$ cat src/rtl/mipi_tx_frame_sched.sv
`default_nettype none
// ============================================================================
//  Module      : mipi_tx_frame_sched
//  Description : Frame/line scheduler for the 8-byte PRBS MIPI Tx test-data
//                generator. It produces VSync/HSync frame and line timing and
//                the MipiTxDValid enable that advances the PRBS source. It also
//                produces frame start/end pulses and line/frame counters for
//                the CSI-2 Tx core and the Rx checker.
//  Revision    : 1.0 - initial release
// ----------------------------------------------------------------------------
//  Ports
//    SysClk       in   system clock, rising edge
//    Reset_N      in   asynchronous active-low reset
//    Start        in   start request, level-sampled while idle
//    Stop         in   stop request, honoured at the next frame boundary
//    FrameTotal   in   frames to send (0 = continuous), latched at start
//    TxReady      in   CSI-2 Tx core can accept a line
//    MipiTxDValid out  data-valid enable to the PRBS generator
//    VSync        out  frame valid
//    HSync        out  line valid (same as MipiTxDValid)
//    FrameStart   out  pulse in the first FS cycle
//    FrameEnd     out  pulse in the first vertical-blanking cycle
//    LineCnt      out  index of the current/last line
//    FrameCnt     out  completed frames since start
//    Busy         out  high whenever not idle
//    Done         out  pulse on return to idle
// ============================================================================
module mipi_tx_frame_sched #(
    parameter int LINE_WORDS = 16,  // data-valid cycles per active line
    parameter int LINE_NUM   = 8,   // active lines per frame
    parameter int FS_LEAD    = 2,   // frame start to first line
    parameter int H_BLANK    = 4,   // minimum gap between lines
    parameter int V_BLANK    = 8    // frame-end blanking
) (
    input  logic        SysClk,
    input  logic        Reset_N,
    input  logic        Start,
    input  logic        Stop,
    input  logic [15:0] FrameTotal,
    input  logic        TxReady,
    output logic        MipiTxDValid,
    output logic        VSync,
    output logic        HSync,
    output logic        FrameStart,
    output logic        FrameEnd,
    output logic [15:0] LineCnt,
    output logic [15:0] FrameCnt,
    output logic        Busy,
    output logic        Done
);

    localparam logic [2:0] S_IDLE = 3'd0;
    localparam logic [2:0] S_FS   = 3'd1;
    localparam logic [2:0] S_LINE = 3'd2;
    localparam logic [2:0] S_HBLK = 3'd3;
    localparam logic [2:0] S_VBLK = 3'd4;

    // Timer load values: a state of length N loads N-1 and ends at zero.
    localparam logic [15:0] c_fsLoad   = 16'(FS_LEAD - 1);
    localparam logic [15:0] c_lineLoad = 16'(LINE_WORDS - 1);
    localparam logic [15:0] c_hLoad    = 16'(H_BLANK - 1);
    localparam logic [15:0] c_vLoad    = 16'(V_BLANK - 1);
    localparam logic [15:0] c_lastLine = 16'(LINE_NUM - 1);

    logic [2:0]  r_state;
    logic [15:0] r_timer;
    logic        r_stopPend;
    logic [15:0] r_frameTotal;

    always_ff @(posedge SysClk or negedge Reset_N) begin
        if (!Reset_N) begin
            r_state      <= S_IDLE;
            r_timer      <= '0;
            r_stopPend   <= 1'b0;
            r_frameTotal <= '0;
            MipiTxDValid <= 1'b0;
            VSync        <= 1'b0;
            HSync        <= 1'b0;
            FrameStart   <= 1'b0;
            FrameEnd     <= 1'b0;
            LineCnt      <= '0;
            FrameCnt     <= '0;
            Busy         <= 1'b0;
            Done         <= 1'b0;
        end else begin
            FrameStart <= 1'b0;
            FrameEnd   <= 1'b0;
            Done       <= 1'b0;

            // Busy is low only in idle, where the start branch owns r_stopPend.
            if (Busy && Stop) begin
                r_stopPend <= 1'b1;
            end

            case (r_state)
                S_IDLE: begin
                    if (Start) begin
                        r_state      <= S_FS;
                        r_timer      <= c_fsLoad;
                        r_stopPend   <= Stop;   // same-cycle stop: one frame only
                        r_frameTotal <= FrameTotal;
                        FrameCnt     <= '0;
                        LineCnt      <= '0;
                        VSync        <= 1'b1;
                        Busy         <= 1'b1;
                        FrameStart   <= 1'b1;
                    end
                end

                S_FS, S_HBLK: begin
                    // Minimum duration first, then hold until the Tx core is ready.
                    if (r_timer != '0) begin
                        r_timer <= r_timer - 16'd1;
                    end else if (TxReady) begin
                        r_state      <= S_LINE;
                        r_timer      <= c_lineLoad;
                        HSync        <= 1'b1;
                        MipiTxDValid <= 1'b1;
                    end
                end

                S_LINE: begin
                    if (r_timer != '0) begin
                        r_timer <= r_timer - 16'd1;
                    end else begin
                        HSync        <= 1'b0;
                        MipiTxDValid <= 1'b0;
                        if (LineCnt == c_lastLine) begin
                            r_state  <= S_VBLK;
                            r_timer  <= c_vLoad;
                            VSync    <= 1'b0;
                            FrameEnd <= 1'b1;
                            FrameCnt <= FrameCnt + 16'd1;
                        end else begin
                            r_state <= S_HBLK;
                            r_timer <= c_hLoad;
                            LineCnt <= LineCnt + 16'd1;
                        end
                    end
                end

                S_VBLK: begin
                    if (r_timer != '0) begin
                        r_timer <= r_timer - 16'd1;
                    end else if (r_stopPend ||
                                 ((r_frameTotal != '0) && (FrameCnt == r_frameTotal))) begin
                        r_state <= S_IDLE;
                        Busy    <= 1'b0;
                        Done    <= 1'b1;
                    end else begin
                        r_state    <= S_FS;
                        r_timer    <= c_fsLoad;
                        LineCnt    <= '0;
                        VSync      <= 1'b1;
                        FrameStart <= 1'b1;
                    end
                end

                default: begin
                    r_state      <= S_IDLE;
                    r_timer      <= '0;
                    VSync        <= 1'b0;
                    HSync        <= 1'b0;
                    MipiTxDValid <= 1'b0;
                    Busy         <= 1'b0;
                end
            endcase
        end
    end

endmodule
`default_nettype wire
$ cat config.mk
export PLATFORM = sky130hd
export DESIGN_NAME = mipi_tx_frame_sched
export DESIGN_NICKNAME = d
export VERILOG_FILES = /design/src/rtl/mipi_tx_frame_sched.sv
export SDC_FILE = /design/constraint.sdc
export NUM_CORES = 1
export LEC_CHECK = 0
export CORE_UTILIZATION = 40
export CTS_CLUSTER_DIAMETER = 50
export DETAILED_ROUTE_END_ITERATION = 8
export PLACE_DENSITY = 0.68
export SYNTH_ARGS = -nofsm -noshare
export SYNTH_HDL_FRONTEND = slang
export SYNTH_SLANG_ARGS = --single-unit
$ cat constraint.sdc
create_clock -name SysClk -period 4.1 [get_ports SysClk]
set_input_delay 0.82 -clock SysClk [delete_from_list [all_inputs] [get_ports SysClk]]
set_output_delay 0.82 -clock SysClk [all_outputs]
set_load 0.05 [all_outputs]
# [Word-level counts from Yosys, hierarchy flattened]
# Index checks and enable logic that the tools add are counted.
[classes] add_sub_neg=3 eq_ne=17 n_mux=51 n_bitwise=3 reduce_logical=19
[op_table] operator="16-bit two-way mux" count=13
[op_table] operator="16-bit one-hot mux with 4 select lines" count=1
[op_table] operator="16-bit one-hot mux with 3 select lines" count=1
[op_table] operator="16-bit by 1-bit adder with 16-bit output (second input constant)" count=2
[op_table] operator="16-bit one-hot mux with 2 select lines" count=1
[op_table] operator="16-bit nonzero test" count=2
[op_table] operator="1-bit two-way mux" count=23
[op_table] operator="3-bit two-way mux" count=7
[op_table] operator="2-bit != test (second input constant)" count=9
[op_table] operator="16-bit equality test" count=1
[op_table] operator="16-bit by 3-bit equality test with 1-bit output (second input constant)" count=1
[op_table] operator="16-bit by 1-bit subtractor with 16-bit output (second input constant)" count=1
[op_table] operator="3-bit one-hot mux with 4 select lines" count=1
[op_table] operator="4-bit AND reduction" count=3
[op_table] operator="6-bit AND reduction" count=2
[op_table] operator="3-bit by 2-bit equality test with 1-bit output (second input constant)" count=2
[op_table] operator="3-bit != test (second input constant)" count=2
[op_table] operator="1-bit one-hot mux with 3 select lines" count=2
[op_table] operator="5-bit AND reduction" count=1
[op_table] operator="1-bit one-hot mux with 4 select lines" count=1
[op_table] operator="2-bit OR reduction" count=2
[op_table] operator="3-bit by 1-bit equality test with 1-bit output (second input constant)" count=1
[op_table] operator="3-bit equality test (second input constant)" count=1
[op_table] operator="3-bit logical NOT" count=1
[op_table] operator="9 further kinds" count=12
[totals] regBits=74 in_bits=21 output_inout_bits=39 wordCells=105

# [Longest topological paths before layout]
# Gate-level depths: netlist of run 1.
[depth] ltp_word=6 mapped_depth=9 ltp_nobuf=7

# [Least setup slack after synthesis of run 1]
# Ideal clock, no wire load.
[synth_path] kind="flip-flop to flip-flop" from="register r_timer[10]" to="register LineCnt[12]" setup_time_ns=0.079 arrival_ns=2.553 required_ns=4.021 path_slack_ns=1.468 stages_incl_launch_ff=9 n_path_buf=2 period_less_slack_ns=2.632 path_cell_list="dfrtp_1 or4_4 or4b_4 buf_6 o41ai_4 buf_6 nand4_1 a21oi_1 mux2i_1"
[synth_between] elab_chain_len=3 elab_cells_between_ends=4 cone_classes="2 x eq/ne; 2 x reduce/logical"
[synth_lines] element="from (decl)" line="66" rtl="logic [15:0] r_timer;"
[synth_lines] element="from (signal assigned)" line="99" rtl="r_timer <= c_fsLoad;"
[synth_lines] element="from (signal assigned)" line="113" rtl="r_timer <= r_timer - 16'd1;"
[synth_lines] element="from (signal assigned)" line="116" rtl="r_timer <= c_lineLoad;"
[synth_lines] element="16-bit nonzero test *" line="123, 143"
[synth_lines] element="2-bit != test (no line)"
[synth_lines] element="6-bit AND reduction (no line) *"
[synth_lines] element="to (signal assigned)" line="137" rtl="LineCnt <= LineCnt + 16'd1;"
[synth_lines] element="to (decl)" line="46" rtl="output logic [15:0] LineCnt,"
# Every way passes the cells marked *; elsewhere a longest branch is shown, timed or not.
# A chain may end at the register's enable or synchronous reset.

# [Worst setup path in the final report of run 1]
[layout_path] from="register r_timer[10]" to="register r_timer[0]"
[layout_between] elab_chain_len=3 elab_cells_between_ends=8 cone_classes="2 x eq/ne; 4 x mux; 2 x reduce/logical"
[layout_lines] element="16-bit nonzero test *" line="112, 123, 143"
[layout_lines] element="16-bit two-way mux, or another cell as far along" line="143" rtl="if (r_timer != '0) begin"
[layout_lines] element="16-bit one-hot mux with 4 select lines / 3-bit AND reduction (equally long branches)"
# Marked as above.

==> qor.yml, run 1 <==
status:
  status: "finished clean"
timing:
  fin_skew_ns: 0.01084
  maxSlewHeadroom: 0.3737
  grt_setup_unrepaired: "false"
  tns_ns: 0
  finalCritPeriodShare: 0.8084
  layout_min_cycle_time_ns: 3.315
  hold_viol_final: 0
  fmax_ghz: 0.3017
  finalSetupViolCount: 0
  slew_violations: 0
  tightest_slew_ns: 0.9395
logic_synthesis:
  syn_area_um2: 4193
  syn_nets: 481
  async_flop_share: 1.000
  synth_seq_cells: 74
  muxShareOfSynthArea: 0.04446
  synth_top_family_by_area: "simple AND/OR/NAND/NOR gates"
  synth-compound-area-share: 0.1215
  synth_edf_count: 0
  synth-xor-area-share: 0.06685
  synthFlopType: "dfrtp_1"
  ys_warn_count: 0
  synth-simple-area-share: 0.2796
  synthAdderAreaFrac: 0.01194
  avgSynthCellArea_um2: 9.195
  synthCells: 456
  ys_seq_area_frac: 0.4417
  synth.distinct_cells: 55
power:
  p_sw_frac: 0.3007
  ir_drop_mv: 0.1860
  power_density_nw_per_um2: 409.7
  seqPwrFrac: 0.454
  internal_power_mw: 1.468
  p_leak_nw: 2.240
  power.share.combinational: 0.210
  p_clk_frac: 0.337
  netSwitchingPower_uw: 631.4
place:
  hpwlAfterDp_mm: 7.182
  globalplace.congestion: 0.8097
  numPortBuffers: 59
routing:
  route.detailed.drc: 0
  dr.pass1.iters: 5
  wl_per_cell_um: 15.84
  ant_nets: 0
  viasPerCell: 5.602
  num_vias: 3636
  routed_wirelength_mm: 10.28
  dr.first_iter.drc_count: 167
grt:
  grt_pass1_wl_mm: 17.37
  antenna_found_initial: 0
  grt_max_degree: 75
  gr-total-overflow: 0
  grt_usage: 0.1967
  grt_pass1_vias: 3494
setup_path:
  path_max_fanout: 16
  start_kind: "register"
  crit_arrival_ns: 3.55
  critPathRequiredTime_ns: 4.33
  crit_buf_inv: 0
  critPathCaptureType: "register"
  path_cells: "or4_4 > nor4b_1 > nand2_1 > o32ai_1 > a21o_1 > mux2_2"
  cp_slowest_stage_delay_ns: 0.56
  crit_slowest_cell: "or4_4"
  criticalPathCategory: "register to register"
  crit_family: "simple AND/OR/NAND/NOR gates"
clock_tree:
  cts_setup_buffers: 0
  clkTransAtPathRegs_ns: 0.07
  cts_hold_buf: 0
  cts_max_path_buffers: 2
  cts_buffers: 9
  tritoncts: "built"
  root_buffer: "clkbuf_8"
  htree_num_levels: 3
  clock_sinks: 74
  post_cts_resized: 0
  clock_latency_ns: 0.35
finish:
  final_core_util: 0.5009
  fin_nets: 533
  fillCellCount: 947
  multiInputGateArea_um2: 2203
  seq_area_um2: 1852
  syn_to_final_growth_pct: 22.23
  diodes: 0
  drive_gt1_frac: 0.07797
floorplan:
  start_util: 0.4098
  io_pins: 60
  num_rows: 37
  die_w_um: 104.4
  die_y_um: 104.4
  die_area_um2: 10900
  coreArea_um2: 10230
hold_path:
  min_path_type: "register to register"
job:
  maxCapViolCount: 0
per-layer routing:
layer  track usage  up-vias  wire, um
met2        0.3155      103      5092
li1              -     1744         -
met1        0.2671     1784      4622
met5             0        -         0
met3       0.04323        5       483
met4       0.05306        0        81
flip-flops by register name, indices dropped and copies added (netlist names):
signal and count:
FrameCnt 16, Busy 1, FrameStart 1, r_timer 16
Done 1, HSync 1, FrameEnd 1, VSync 1
r_frameTotal 16, r_state 3, LineCnt 16, r_stopPend 1
power by group through the flow:
| stage | registers [mW] | logic [mW] | clock network (mW) |
|---|---|---|---|
| floorplan | 0.956 | 0.303 | 0 |
| global placement | 0.952 | 0.422 | 0 |
| detailed placement | 0.962 | 0.441 | 0 |
| CTS | 0.948 | 0.443 | 0.720 |
| global route | 0.970 | 0.485 | 0.747 |
| finish | 0.953 | 0.440 | 0.707 |
placed cells by master (no fill, tap or decap), types with 7 or more instances in the layout:
cell,synthesis,final
clkbuf_8,0,11
nand3_1,28,28
and3_1,19,19
a211o_1,8,8
inv_1,7,7
nand2_1,75,75
mux2i_1,13,13
o21ai_0,14,14
nand3b_1,10,10
dfrtp_1,74,74
nor4_1,14,14
nor2_1,29,29
nand4_1,16,16
nor3_1,15,14
a21oi_1,18,18
xor2_1,31,31
clkdlybuf4s50_1,0,58
final timing paths:
| check | cells after the start | to | slack [ns] | from |
|---|---|---|---|---|
| max | 6 | r_timer[0] | 0.79 | r_timer[10] |
| min in group asynchronous | 1 | FrameCnt[14] | 0.61 | Reset_N |
| min reg2reg | 1 | r_timer[6] | 0.52 | r_timer[6] |
| max in group asynchronous | 1 | r_state[0] | 2.88 | Reset_N |
| min | 1 | r_timer[6] | 0.52 | r_timer[6] |
| max reg2reg | 6 | r_timer[0] | 0.79 | r_timer[10] |
stage by stage:
stage	total power, mW	hold WS [ns]	cell area, um^2	std cells	setup WS (ns)
2_1_floorplan	1.259	0.4726	4193	456	1.468
3_3_place_gp	1.375	0.5052	4873	633	1.006
3_5_place_dp	1.404	0.5105	4873	633	0.8038
4_1_cts	2.112	0.5244	5125	649	0.8012
5_1_grt	2.202	0.5602	5125	649	0.5413
6_report	2.100	0.5237	5125	649	0.7855
cell families (layout without fill, tap and decap cells):
logic type | Yosys count | count (layout)
DFF | 74 | 74
AOI/OAI and AO/OA | 69 | 69
and+or+nand+nor | 229 | 229
adders and majority gates | 4 | 4
buffers and inverters | 30 | 87
xor gates and xnor gates | 32 | 32
muxes | 18 | 18
layout make-up:
class,instances,area share
clock buffers,11,0.02954
clock inverters,5,0.01953
inverters,8,0.005859
multi-input cells,352,0.4299
flip-flops and latches,74,0.3613
well taps,136,0.03320
repair buffers,63,0.1206
Yosys cell counts (2+ instances only):
cell type	count	area share
a211oi_1	3	0.0054
ha_1	4	0.012
inv_1	7	0.0063
or3_1	3	0.0045
buf_2	3	0.0036
o21ai_0	14	0.017
nand3b_1	10	0.018
a21oi_1	18	0.021
a21o_1	4	0.0072
clkbuf_1	15	0.013
nor4_1	14	0.021
nand2b_1	2	0.0030
nor3_1	15	0.018
a31oi_1	5	0.0075
dfrtp_1	74	0.44
xor2_1	31	0.065
o22a_1	2	0.0042
nand3_1	28	0.033
nand4_1	16	0.024
nor2b_1	2	0.0030
buf_6	3	0.0081
nor2_1	29	0.026
nand2_1	75	0.067
and3_1	19	0.028
mux2_2	5	0.013
and2_1	5	0.0075
a211o_1	8	0.017
mux2i_1	13	0.031
a22o_1	3	0.0063
Note: power is estimated with default switching activity, not from simulation.
==> inputs of run 2 (changes only) <==
clock period = 3.25 ns   (was 4.1 ns; I/O delays follow)
==> run 2 against run 1 <==
  * Die area is the same
  * Clock skew grew 0.0057 ns
  * Sequential share of layout area is the same
  * Critical path depth is the same
  * Fmax grew 16%
  * Worst setup slack lost 0.39 ns
  * Sequential cell count is the same
  * Critical endpoint is now LineCnt[0]
  * Largest cell class unchanged
==> qor.yml, run 2 (synthesis results as in run 1) <==
finish:
  diodes: 0  # unchanged
  most-common-layout-cells: "75 x nand2_1, 74 x dfrtp_1, 58 x clkdlybuf4s50_1"
  fillCellCount: 936  # -1.2%
  drive_gt1_frac: 0.08863  # +0.01066
  fin_nets: 539  # +1.1%
  final_cells: 655  # +0.92%
  final_common_cell: "nand2_1"
  syn_to_final_growth_pct: 22.23  # unchanged
setup_path:
  reg2reg_slack_ns: 0.40  # -0.39 ns
  crit_arrival_ns: 3.07  # -0.48 ns
  start_kind: "register"
  path_max_fanout: 12  # -4
  criticalPathCategory: "register to register"
  critPathCaptureType: "register"
  r2r_start: "r_timer[11]"
  critPathRequiredTime_ns: 3.47  # -0.86 ns
  critPathLaunch: "r_timer[11]"
  r2r-end: "LineCnt[0]"
  r2r_cells: 6  # unchanged
place:
  hpwlAfterDp_mm: 7.092  # -1.3%
  dp_cells: 639  # +0.95%
  numPortBuffers: 59  # unchanged
  dp_slack_ns: 0.4142  # -0.3896 ns
  globalplace.congestion: 0.8408  # +3.8%
power:
  internal_power_mw: 1.682  # +15%
  netSwitchingPower_uw: 851.1  # +35%
  p_clk_frac: 0.302  # -0.035
  seqPwrFrac: 0.474  # +0.020
  power_density_nw_per_um2: 494.4  # +21%
  p_leak_nw: 2.241  # about the same
  ir_drop_mv: 0.2482  # +33%
  power.share.combinational: 0.223  # +0.013
  p_sw_frac: 0.3359  # +0.03523
  finalPower_mw: 2.534  # +21%
floorplan:
  coreArea_um2: 10230  # unchanged
  num_rows: 37  # unchanged
  die_w_um: 104.4  # unchanged
  start_util: 0.4098  # unchanged
  die_y_um: 104.4  # unchanged
  io_pins: 60  # unchanged
  die_area_um2: 10900  # unchanged
timing:
  fin_skew_ns: 0.01655  # +0.005712 ns
  finalSetupViolCount: 0  # unchanged
  tightest_slew_ns: 0.9418  # +0.002270 ns
  slew_violations: 0  # unchanged
  maxSlewHeadroom: 0.3721  # -0.001513
  fmax_ghz: 0.3508  # +16%
  tns_ns: 0  # unchanged
  hold_viol_final: 0  # unchanged
  holdWs_ns: 0.4124  # -0.1114 ns
  grt_setup_unrepaired: "false"
  layout_min_cycle_time_ns: 2.850  # -0.4641 ns
  layout_setup_ws_ns: 0.3996  # -0.3859 ns
  finalCritPeriodShare: 0.8770  # +0.06863
clock_tree:
  htree_num_levels: 3  # unchanged
  tritoncts: "built"
  cts_setup_buffers: 0  # unchanged
  cts_max_path_buffers: 2  # unchanged
  cts_hold_buf: 0  # unchanged
  post_cts_resized: 0  # unchanged
  clkTransAtPathRegs_ns: 0.10  # +0.03 ns
  clock_latency_ns: 0.37  # +0.02 ns
  root_buffer: "clkbuf_8"
  cts_buffers: 9  # unchanged
  clock_sinks: 74  # unchanged
routing:
  dr.pass1.iters: 5  # unchanged
  ant_nets: 0  # unchanged
  wl_per_cell_um: 15.62  # -1.4%
  dr.first_iter.drc_count: 203  # +22%
  num_vias: 3667  # +0.85%
  viasPerCell: 5.598  # about the same
  routed_wirelength_mm: 10.23  # -0.46%
  route.detailed.drc: 0  # unchanged
grt:
  gr-total-overflow: 0  # unchanged
  grt_pass1_vias: 3637  # +4.1%
  grt_usage: 0.2016  # +0.004867
  antenna_found_initial: 0  # unchanged
  grt_max_degree: 75  # unchanged
  grt_pass1_wl_mm: 17.66  # +1.6%
job:
  maxCapViolCount: 0  # unchanged
status:
  status: "finished clean"
hold_path:
  min_path_type: "primary input to asynchronous set/reset pin"
## run 2: changes by cell type in the layout (fill, tap and decap cells not counted), sizes merged
| cell | change |
|---|---|
| clkinvlp | +2 |
| clkinv | -2 |
| clkbuf | -2 |
| bufinv | -2 |
| inv | +4 |
| buf | +6 |
## run 2: layout make-up
type	count	area, um^2	share of cell area
Clock inverter	7	82.58	0.01611
Timing Repair Buffer	69	663.1	0.1294
Multi-Input combinational cell	352	2203	0.4299
Sequential cell	74	1852	0.3613
Clock buffer	9	123.9	0.02417
Tap cell	136	170.2	0.03320
Inverter	8	30.03	0.005859
## run 2: metrics by stage
stage          utilization  instance area [um^2]
2_1_floorplan            -                  4193
3_3_place_gp        0.4807                  4918
3_5_place_dp        0.4807                  4918
4_1_cts             0.5009                  5125
5_1_grt             0.5009                  5125
6_report            0.5009                  5125
## run 2: critical path, cell delays in order (launching register included)
cell      delay [ns]
dfrtp_1         0.43
or4_4           0.54
or4b_4          0.56
nor2_2          0.34
o211ai_4        0.23
a21oi_1         0.43
mux2i_1         0.16
## run 2: how the worst max path moves through the flow
stage	to	slack, ns	cells after the start
final	LineCnt[0]	0.40	6
after global routing	LineCnt[1]	0.24	6
after floorplan	LineCnt[12]	0.62	8
after global placement	LineCnt[8]	0.51	7
after detailed placement	LineCnt[0]	0.41	6
after CTS	LineCnt[0]	0.43	6
## run 2: power groups by stage
| stage | Clock [mW] | Combinational (mW) | Sequential [mW] |
|---|---|---|---|
| after floorplan | 0 | 0.382 | 1.21 |
| after global placement | 0 | 0.548 | 1.20 |
| after detailed placement | 0 | 0.565 | 1.21 |
| after CTS | 0.786 | 0.569 | 1.20 |
| after global routing | 0.825 | 0.632 | 1.22 |
| final | 0.766 | 0.566 | 1.20 |
## run 2: layer usage
metal  routed length (um)  vias to the layer above  GRT usage
li1                     -                     1758          -
met1                 4889                     1803     0.2727
met2                 4790                       85     0.3103
met3                  344                       21    0.03509
met4                  208                        0     0.1000
met5                    0                        -          0
